## config.mk

```make
export PLATFORM = sky130hd
export DESIGN_NAME = cpu_controller_flat
export DESIGN_NICKNAME = d
export VERILOG_FILES = /design/src/rtl/cpu_defs.sv /design/src/rtl/cpu_controller_if.sv /design/src/rtl/cpu_controller.sv /design/src/flat_wrapper.sv
export SDC_FILE = /design/constraint.sdc
export NUM_CORES = 1
export LEC_CHECK = 0
export ABC_AREA = 1
export ABC_CLOCK_PERIOD_IN_PS = 2000
export BUFFER_PORTS_ARGS = -buffer_cell sky130_fd_sc_hd__buf_2
export CAP_MARGIN = 20
export CORE_UTILIZATION = 55
export CTS_CLUSTER_DIAMETER = 50
export CTS_CLUSTER_SIZE = 28
export DETAILED_ROUTE_END_ITERATION = 12
export GPL_TIMING_DRIVEN = 0
export PLACE_DENSITY_LB_ADDON = 0.1
export SKIP_CTS_REPAIR_TIMING = 1
export SYNTH_ARGS = -nofsm -noshare
export SYNTH_HDL_FRONTEND = slang
export SYNTH_SLANG_ARGS = --single-unit
export TNS_END_PERCENT = 20
```

## constraint.sdc

```tcl
create_clock -name clk -period 2 [get_ports clk]
set_input_delay 0.2 -clock clk [delete_from_list [all_inputs] [get_ports clk]]
set_output_delay 0.2 -clock clk [all_outputs]
set_load 0.01 [all_outputs]
```

## src/rtl/cpu_defs.sv

```systemverilog
// Shared definitions for the RISC CPU: opcode values, sequencer state encodings
// and the packed strobe bundle the controller drives.
package cpu_defs;

    localparam int OP_W    = 3;
    localparam int STATE_W = 4;

    localparam logic [OP_W-1:0] HLT = 3'd0;
    localparam logic [OP_W-1:0] SKZ = 3'd1;
    localparam logic [OP_W-1:0] ADD = 3'd2;
    localparam logic [OP_W-1:0] AND = 3'd3;
    localparam logic [OP_W-1:0] XOR = 3'd4;
    localparam logic [OP_W-1:0] LDA = 3'd5;
    localparam logic [OP_W-1:0] STO = 3'd6;
    localparam logic [OP_W-1:0] JMP = 3'd7;

    typedef enum logic [STATE_W-1:0] {
        S0    = 4'd0,
        S1    = 4'd1,
        S2    = 4'd2,
        S3    = 4'd3,
        S4    = 4'd4,
        S5    = 4'd5,
        S6    = 4'd6,
        S7    = 4'd7,
        SHALT = 4'd8
    } state_t;

    typedef struct packed {
        logic halt;
        logic datactl_ena;
        logic wr;
        logic rd;
        logic load_ir;
        logic load_acc;
        logic load_pc;
        logic inc_pc;
    } strobes_t;

endpackage

```

## src/rtl/cpu_controller_if.sv

```systemverilog
// Connection between the instruction sequencer and the datapath: run enable,
// opcode and zero flag in, per-cycle strobes out.
interface cpu_controller_if;
    import cpu_defs::*;

    logic            ena;
    logic [OP_W-1:0] opcode;
    logic            zero;
    logic            inc_pc;
    logic            load_pc;
    logic            load_acc;
    logic            load_ir;
    logic            rd;
    logic            wr;
    logic            datactl_ena;
    logic            halt;

    modport master (
        input  ena, opcode, zero,
        output inc_pc, load_pc, load_acc, load_ir, rd, wr, datactl_ena, halt
    );

    modport slave (
        output ena, opcode, zero,
        input  inc_pc, load_pc, load_acc, load_ir, rd, wr, datactl_ena, halt
    );

endinterface

```

## src/rtl/cpu_controller.sv

```systemverilog
// Eight-cycle instruction sequencer: two-byte fetch, opcode latch, then per-opcode
// strobes. All outputs are registered and decoded from the state being entered.
module cpu_controller
    import cpu_defs::*;
(
    input  logic             clk,
    input  logic             rst,
    cpu_controller_if.master bus
);

    state_t          state_q, state_d;
    logic [OP_W-1:0] op_q, op_d;
    logic            skip_q, skip_d;
    logic            run_q, run_d;
    strobes_t        out_q, out_d;

    localparam strobes_t FETCH = '{rd: 1'b1, load_ir: 1'b1, inc_pc: 1'b1, default: 1'b0};

    // run_q distinguishes "idle, parked at S0" from "executing S0": the first
    // enabled cycle after reset or idle enters S0 so both fetch pulses are issued.
    always_comb begin
        state_d = state_q;
        op_d    = op_q;
        skip_d  = skip_q;
        run_d   = run_q;
        out_d   = '0;

        if (state_q == SHALT) begin
            state_d    = SHALT;
            out_d.halt = 1'b1;
        end else if (!bus.ena) begin
            state_d = S0;
            run_d   = 1'b0;
            skip_d  = 1'b0;
        end else if (!run_q) begin
            state_d = S0;
            run_d   = 1'b1;
            out_d   = FETCH;
        end else begin
            case (state_q)
                S0: begin
                    state_d = S1;
                    out_d   = FETCH;
                end
                S1: state_d = S2;
                S2: begin
                    state_d = S3;
                    op_d    = bus.opcode;
                end
                S3: begin
                    if (op_q == HLT) begin
                        state_d    = SHALT;
                        out_d.halt = 1'b1;
                    end else begin
                        state_d = S4;
                        // zero is sampled only here; S5 reuses the stored decision
                        case (op_q)
                            ADD, AND, XOR, LDA: out_d.rd          = 1'b1;
                            STO:                out_d.datactl_ena = 1'b1;
                            JMP:                out_d.load_pc     = 1'b1;
                            SKZ: begin
                                out_d.inc_pc = bus.zero;
                                skip_d       = bus.zero;
                            end
                            default: ;
                        endcase
                    end
                end
                S4: begin
                    state_d = S5;
                    case (op_q)
                        ADD, AND, XOR, LDA: begin
                            out_d.rd       = 1'b1;
                            out_d.load_acc = 1'b1;
                        end
                        STO: begin
                            out_d.datactl_ena = 1'b1;
                            out_d.wr          = 1'b1;
                        end
                        JMP:     out_d.load_pc = 1'b1;
                        SKZ:     out_d.inc_pc  = skip_q;
                        default: ;
                    endcase
                end
                S5: begin
                    state_d           = S6;
                    out_d.datactl_ena = (op_q == STO);
                end
                S6: state_d = S7;
                S7: begin
                    state_d = S0;
                    out_d   = FETCH;
                end
                default: begin
                    state_d = S0;
                    run_d   = 1'b0;
                    skip_d  = 1'b0;
                end
            endcase
        end
    end

    always_ff @(posedge clk) begin
        if (!rst) begin
            state_q <= S0;
            op_q    <= '0;
            skip_q  <= 1'b0;
            run_q   <= 1'b0;
            out_q   <= '0;
        end else begin
            state_q <= state_d;
            op_q    <= op_d;
            skip_q  <= skip_d;
            run_q   <= run_d;
            out_q   <= out_d;
        end
    end

    assign bus.halt        = out_q.halt;
    assign bus.datactl_ena = out_q.datactl_ena;
    assign bus.wr          = out_q.wr;
    assign bus.rd          = out_q.rd;
    assign bus.load_ir     = out_q.load_ir;
    assign bus.load_acc    = out_q.load_acc;
    assign bus.load_pc     = out_q.load_pc;
    assign bus.inc_pc      = out_q.inc_pc;

endmodule

```

## src/flat_wrapper.sv

```systemverilog
// flat-port wrapper written by rule: the top's interface ports become plain ports
module cpu_controller_flat import cpu_defs::*;
  (clk, rst, bus_ena, bus_opcode, bus_zero, bus_inc_pc, bus_load_pc, bus_load_acc, bus_load_ir, bus_rd, bus_wr, bus_datactl_ena, bus_halt);
  cpu_controller_if bus_i ();
  input  logic clk;
  input  logic rst;
  input wire logic [$bits(bus_i.ena)-1:0] bus_ena;
  input wire logic [$bits(bus_i.opcode)-1:0] bus_opcode;
  input wire logic [$bits(bus_i.zero)-1:0] bus_zero;
  output wire logic [$bits(bus_i.inc_pc)-1:0] bus_inc_pc;
  output wire logic [$bits(bus_i.load_pc)-1:0] bus_load_pc;
  output wire logic [$bits(bus_i.load_acc)-1:0] bus_load_acc;
  output wire logic [$bits(bus_i.load_ir)-1:0] bus_load_ir;
  output wire logic [$bits(bus_i.rd)-1:0] bus_rd;
  output wire logic [$bits(bus_i.wr)-1:0] bus_wr;
  output wire logic [$bits(bus_i.datactl_ena)-1:0] bus_datactl_ena;
  output wire logic [$bits(bus_i.halt)-1:0] bus_halt;
  assign bus_i.ena = bus_ena;
  assign bus_i.opcode = bus_opcode;
  assign bus_i.zero = bus_zero;
  assign bus_inc_pc = bus_i.inc_pc;
  assign bus_load_pc = bus_i.load_pc;
  assign bus_load_acc = bus_i.load_acc;
  assign bus_load_ir = bus_i.load_ir;
  assign bus_rd = bus_i.rd;
  assign bus_wr = bus_i.wr;
  assign bus_datactl_ena = bus_i.datactl_ena;
  assign bus_halt = bus_i.halt;
  cpu_controller u_core (.clk(clk), .rst(rst), .bus(bus_i));
endmodule
```

* Yosys cells after proc, flatten, opt, wreduce, memory -nomap -nowiden
Index checks and enable logic that the tools add are counted.
** Cells by class
- Multiplexer cells :: 33
- Reduce and logical (&&, ||, !) cells :: 11
- Eq/ne operators :: 19
- Bitwise gates (word level) :: 5
** Operator list (count)
- one-hot mux 4 bit (7 select lines) :: 1
- two-way mux 1 bit :: 20
- equality test 4 x 3 -> 1 bit, second input constant :: 4
- two-way mux 4 bit :: 4
- two-way mux 8 bit :: 2
- equality test 3 bit, second input constant :: 4
- equality test 4 x 2 -> 1 bit, second input constant :: 2
- OR reduction 4 bit :: 2
- OR reduction 8 bit :: 1
- OR reduction 7 bit :: 1
- equality test 3 x 2 -> 1 bit, second input constant :: 2
- != test 3 bit, second input constant :: 2
- one-hot mux 1 bit (3 select lines) :: 2
- one-hot mux 2 bit (3 select lines) :: 1
- inverter 1 bit :: 5
- AND reduction 5 bit :: 1
- OR reduction 5 bit :: 1
- equality test 4 x 1 -> 1 bit, second input constant :: 1
- equality test 4 bit, second input constant :: 1
- zero test 4 bit :: 1
- two-way mux 2 bit :: 2
- AND reduction 4 bit :: 1
- equality test 3 x 1 -> 1 bit, second input constant :: 1
- zero test 3 bit :: 1
- 5 further kinds :: 5
** Storage, ports and cells
- Bits of input ports :: 7
- Output and inout bits :: 8
- Word-level logic and storage cells :: 81
- Bits in registers :: 17

* Logic depth before layout (Yosys ltp)
Gate-level depths: netlist of run 1.
- Word-level depth :: 8
- Depth in mapped cells :: 8
- Mapped depth without buffers :: 8

* Worst setup path after synthesis of run 1
Ideal clock, no wire load.
- Path type :: register -> register
- From :: reg u_core.state_q[1]
- To :: reg u_core.out_q, in the netlist u_core.bus.inc_pc
- Stages on the path, launching flop included :: 7
- Period minus slack after synthesis :: 1100 ps
- Data required time :: 1881 ps
- Library setup time :: 119 ps
- Buffers on the path :: 0
- Arrival :: 981 ps
- Setup slack :: 900 ps
- Cells stage by stage :: dfxtp_1 nor2_2 nand3_4 nand2_4 nor2_4 o21ai_1 nand2_1
** Between the ends
- Cells in the longest elaborated chain, start to end :: 4
- Elaborated cells between the ends (all ways) :: 9
- Classes of those cells :: eq/ne: 4; mux: 2; reduce/logical: 3
** Ends and longest elaborated chain
- start, declared :: RTL line cpu_controller.sv:11 : state_t state_q, state_d;
- start signal, assigned :: RTL line cpu_controller.sv:111 : state_q <= state_d;
- equality test 4 x 3 -> 1 bit or zero test 4 bit (tied branches) :: RTL line cpu_controller.sv:40 : case (state_q)
- OR reduction 2 bit (no source line)
- one-hot mux 2 bit (3 select lines) :: RTL line cpu_controller.sv:40
- two-way mux 8 bit :: RTL line cpu_controller.sv:35 : end else if (!run_q) begin
- end signal, assigned :: RTL line cpu_controller.sv:115 : out_q <= out_d;
- end, declared :: RTL line cpu_controller.sv:15 : strobes_t out_q, out_d;
Several ways; a longest one is shown, not always the timed one.
A chain may end at the register's enable or synchronous reset.

* Worst setup path after layout of run 1
- From :: reg u_core.state_q[3]
- To :: reg u_core.out_q, in the netlist u_core.bus.inc_pc
Same word-level chain as after synthesis.

==> results of run 1 <==
## report_power, final
part,internal [uW],switching [uW]
clock network,77.6,100
logic,14.1,20.9
registers,344,3.39
## final cells by class
| type | count | area, um^2 | area share, % |
|---|---|---|---|
| clock buffer | 4 | 26.3 | 3.04 |
| inverter | 15 | 56.3 | 6.51 |
| tap | 14 | 17.5 | 2.03 |
| timing repair buffer | 14 | 70.1 | 8.10 |
| sequential | 17 | 340 | 39.4 |
| multi-input combinational | 61 | 354 | 41.0 |
## worst max-delay path, stage by stage, from the launching register on
cell and delay (ns):
dfxtp_1 0.37, inv_1 0.14, nand2_1 0.12, inv_1 0.08
nand2_1 0.13, o21ai_0 0.23, nand3_1 0.13, nand2_1 0.07
## state kept, by name (all words and copies together) (netlist names)
signal                  flops
u_core.state_q              4
u_core.op_q                 3
u_core.bus.datactl_ena      1
u_core.bus.halt             1
u_core.bus.inc_pc           1
u_core.bus.load_acc         1
u_core.bus.load_ir          1
u_core.bus.load_pc          1
u_core.bus.rd               1
u_core.bus.wr               1
u_core.run_q                1
u_core.skip_q               1
## kinds of logic after synthesis
kind of cell,share of synthesized area (%)
buffers and inverters,7.50
DFF,45.3
AOI/OAI and AO/OA,12.0
and+or+nand+nor,35.2
## through the flow
stage          worst slack [ns]  cell area, um^2  hold WS [ns]  total power [uW]
2_1_floorplan             0.900              751         0.318               375
3_3_place_gp              0.776              838         0.462               390
3_5_place_dp              0.760              838         0.466               391
4_1_cts                   0.717              865         0.172               568
5_1_grt                   0.556              865         0.165               591
6_report                  0.693              865         0.172               561
## routing by layer
layer  GRT usage (%)  vias to the layer above  share of wire [%]
met2            33.8                       26                 44
met4            17.2                        0                3.5
met5               0                        -                  0
li1                -                      340                  -
met3            5.20                       10                5.4
met1            26.1                      299                 47
## worst paths after layout
path	slack [ns]	from	endpoint
max reg2reg	0.69	u_core.state_q[3]	u_core.bus.inc_pc
min	0.17	rst	u_core.skip_q
max	0.69	u_core.state_q[3]	u_core.bus.inc_pc
min reg2reg	0.48	u_core.op_q[1]	u_core.op_q[1]
## cells in the mapped netlist (2+ instances only)
| cell | number | area [um^2] |
|---|---|---|
| dfxtp_1 | 17 | 340 |
| inv_1 | 14 | 52.6 |
| nand2_1 | 14 | 52.6 |
| nor2_1 | 9 | 33.8 |
| a21oi_1 | 7 | 35.0 |
| nand3_1 | 5 | 25.0 |
| o21ai_0 | 5 | 25.0 |
| nand4_1 | 4 | 25.0 |
| nand2_2 | 2 | 12.5 |
| nor2_4 | 2 | 22.5 |
| nor3_2 | 2 | 20.0 |
==> flow_metrics.env, run 1 <==
export IMPL_ys_warn_count=0
export IMPL_final_net_count=119
export IMPL_slew_viol_final=0
export IMPL_grt_pass1_wl_um=2210
export IMPL_ff2ff_path_depth=7
export IMPL_vias=675
export IMPL_grt_pass1_vias=560
export IMPL_ys_types=23
export IMPL_insertion_delay_ns=0.29
export IMPL_routedWlPerCell_um=10.5
export IMPL_run_status="finished, final reports clean"
export IMPL_grt_max_degree=10
export IMPL_drc_errors=0
export IMPL_grt_antenna_before_repair=0
export IMPL_postLayoutCoreUtil_pct=72.9
export IMPL_power_density_mw_per_mm2=648
export IMPL_clock_sinks=17
export IMPL_cts_buffer_depth=2
export IMPL_final_common_cell="dfxtp_1"
export IMPL_io_pins=15
export IMPL_dpl_cell_count=121
export IMPL_fill_cells=108
export IMPL_fin_tns_setup_ns=0
export IMPL_vdd_drop_max_uv=395
export IMPL_drt_iter0_markers=17
export IMPL_syn_nets=100
export IMPL_drv_cap=0
export IMPL_fp_dieH_um=38.9
export IMPL_dpl_hpwl_um=988
export IMPL_fp_dieW_um=38.9
export IMPL_htree_levels=1
export IMPL_synthArstFlopShare_pct=0
export IMPL_port_buffers=14
export IMPL_drive_above_1_share_pct=27.0
export IMPL_gr_total_overflow=0
export IMPL_core_area_mm2=0.00119
export IMPL_cp_required_ns=2.24
export IMPL_routed_wl_um=1310
export IMPL_stdcell_count=125
export IMPL_cts_root_buffer="clkbuf_4"
export IMPL_start_kind="register"
export IMPL_critPathKind="register to register"
export IMPL_yosysSeqAreaShare_pct=45.3
export IMPL_max_slew_margin_pct=78.4
export IMPL_min_period_over_period_pct=65.4
export IMPL_syn_to_final_growth_pct=15.2
export IMPL_ys_flop_type="dfxtp_1"
export IMPL_ys_ff_latch=17
export IMPL_cp_max_fo=5
export IMPL_drtPass1Iterations=4
export IMPL_synth_area_um2=751
export IMPL_rsz0062_at_grt="no"
export IMPL_postSynthAreaPerCell_um2=8.07
export IMPL_final_cell_mix="17 x dfxtp_1, 14 x inv_1, 14 x nand2_1, 14 x buf_2, 9 x nor2_1"
export IMPL_critPathArrivalTime_ns=1.55
export IMPL_leakage_uw=0.000397
export IMPL_ant_nets=0
export IMPL_numCtsBuffers=3
export IMPL_hold_viol=0
export IMPL_setup_viol=0
export IMPL_clk_pin_slew_ns=0.09
export IMPL_place_congestion=0.871
export IMPL_fin_crit_ns=1.31
export IMPL_rows=12
export IMPL_worst_clock_skew_ns=0.00324
export IMPL_hold_path_depth=3
export IMPL_max_freq_ghz=0.765
export IMPL_grt_util_all_layers_pct=22.1
export IMPL_netlist_instances=93
export IMPL_synth_enable_flop_cells=0
export IMPL_diodes=0
export IMPL_tritoncts="built"
export IMPL_cp_end_kind="register"
export IMPL_via_per_inst=5.40
export IMPL_hold_class="input port to register"
export IMPL_dieArea_mm2=0.00152
export IMPL_worstMarginPinSlew_ns=0.321
export IMPL_start_util_pct=63.3
No activity file was read; power rests on OpenSTA's default activity.
==> run 2, diff against run 1 <==
ABC_CLOCK_PERIOD_IN_PS = 1300   (was 2000)
CORE_UTILIZATION = 51   (was 55)
clock period = 1.3 ns   (was 2 ns; I/O delays follow)
==> flow_metrics.env, run 2 (same netlist as run 1, synthesis figures left out) <==
export IMPL_start_util_pct=56.3
export IMPL_grt_antenna_before_repair=0
export IMPL_p_switching_uw=198
export IMPL_cp_end_kind="register"
export IMPL_max_slew_margin_pct=79.5
export IMPL_dpl_hpwl_um=1040
export IMPL_leakage_uw=0.000405
export IMPL_fp_dieW_um=40.4
export IMPL_run_status="finished, final reports clean"
export IMPL_clock_sinks=17
export IMPL_setup_viol=0
export IMPL_grt_util_all_layers_pct=22.9
export IMPL_finalPower_uw=865
export IMPL_routed_wl_um=1350
export IMPL_startpoint="u_core.state_q[3]"
export IMPL_drtPass1Iterations=4
export IMPL_hold_class="input port to register"
export IMPL_via_per_inst=5.16
export IMPL_tritoncts="built"
export IMPL_ant_nets=0
export IMPL_dieArea_mm2=0.00163
export IMPL_worstHoldStart="bus_opcode[2]"
export IMPL_numCtsBuffers=3
export IMPL_cp_max_fo=5
export IMPL_hold_viol=0
export IMPL_swShare_pct=22.9
export IMPL_worst_clock_skew_ns=0.00194
export IMPL_seqPwrFrac_pct=62.0
export IMPL_syn_to_final_growth_pct=17.0
export IMPL_cts_buffer_depth=2
export IMPL_rsz0062_at_grt="no"
export IMPL_drv_cap=0
export IMPL_worstMarginPinSlew_ns=0.305
export IMPL_slew_viol_final=0
export IMPL_cp_required_ns=1.53
export IMPL_diodes=0
export IMPL_start_kind="register"
export IMPL_core_area_mm2=0.00133
export IMPL_top_regs="u_core.state_q (4), u_core.op_q (3)"
export IMPL_p_clk_share_pct=31.7
export IMPL_grt_pass1_vias=576
export IMPL_drt_iter0_markers=7
export IMPL_p_comb_share_pct=6.3
export IMPL_drc_errors=0
export IMPL_fin_crit_ns=1.18
export IMPL_p_int_uw=667
export IMPL_cts_root_buffer="clkbuf_4"
export IMPL_r2r_start="u_core.state_q[3]"
export IMPL_fp_dieH_um=40.4
export IMPL_min_period_over_period_pct=91.0
export IMPL_vias=650
export IMPL_clk_pin_slew_ns=0.09
export IMPL_critPathArrivalTime_ns=1.41
export IMPL_grt_max_degree=11
export IMPL_drive_above_1_share_pct=31.5
export IMPL_gr_total_overflow=0
export IMPL_htree_levels=1
export IMPL_fill_cells=134
export IMPL_grt_pass1_wl_um=2400
export IMPL_max_freq_ghz=0.846
export IMPL_routedWlPerCell_um=10.7
export IMPL_fin_tns_setup_ns=0
export IMPL_rows=13
export IMPL_largest_register="u_core.state_q"
export IMPL_whs_ns=0.0980
export IMPL_place_congestion=0.808
export IMPL_final_cell_mix="14 x inv_1, 14 x nand2_1, 14 x buf_2, 14 x dfxtp_1, 8 x nor2_1"
export IMPL_vdd_drop_max_uv=937
export IMPL_critPathKind="register to register"
export IMPL_power_density_mw_per_mm2=984
export IMPL_port_buffers=14
export IMPL_final_net_count=119
export IMPL_largest_reg_flops=4
export IMPL_insertion_delay_ns=0.29
export IMPL_io_pins=15
## run 2: metal layers
metal  up-vias  part of all wire, %  track usage (%)
met5         -                    0                0
li1        345                    -                -
met3         4                  5.3             10.0
met4         0                  2.0             10.0
met1       283                   45             27.7
met2        18                   47             34.9
## run 2: final cells by class
class | count | area, um^2 | share of cell area (%)
clock buffers | 3 | 22.5 | 2.56
clock inverters | 1 | 5.00 | 0.570
well taps | 15 | 18.8 | 2.14
repair buffers | 14 | 70.1 | 7.98
flip-flops and latches | 17 | 344 | 39.2
inverters | 15 | 56.3 | 6.41
multi-input cells | 61 | 362 | 41.2
## run 2: critical path, stage by stage (launching register included)
cell	delay, ns
dfxtp_2	0.36
inv_1	0.10
nand2_1	0.11
inv_1	0.09
nand2_1	0.13
nand2_1	0.13
nand2_1	0.06
nor3_2	0.14
## run 2: power by group through the flow
stage	clock network, uW	logic [uW]	registers (uW)
CTS	287	54.6	535
global placement	0	53.0	547
finish	274	54.6	536
detailed placement	0	54.4	547
global route	305	63.2	537
floorplan	0	28.1	550
## run 2: final timing paths
check	slack [ns]	end	cells after the start
worst min register to register	0.48	u_core.op_q[1]	2
worst min-delay path	0.1	u_core.op_q[2]	3
worst max register to register	0.12	u_core.bus.load_pc	7
worst max-delay path	0.12	u_core.bus.load_pc	7
## run 2: per-stage QoR
stage	instances	util [%]	instance area, um^2	worst slack (ns)
finish	126	65.9	878	0.118
global placement	122	62.9	840	0.0530
floorplan	93	-	751	0.200
global route	126	65.9	878	0.000595
detailed placement	122	62.9	840	0.0499
CTS	126	65.0	867	0.0343
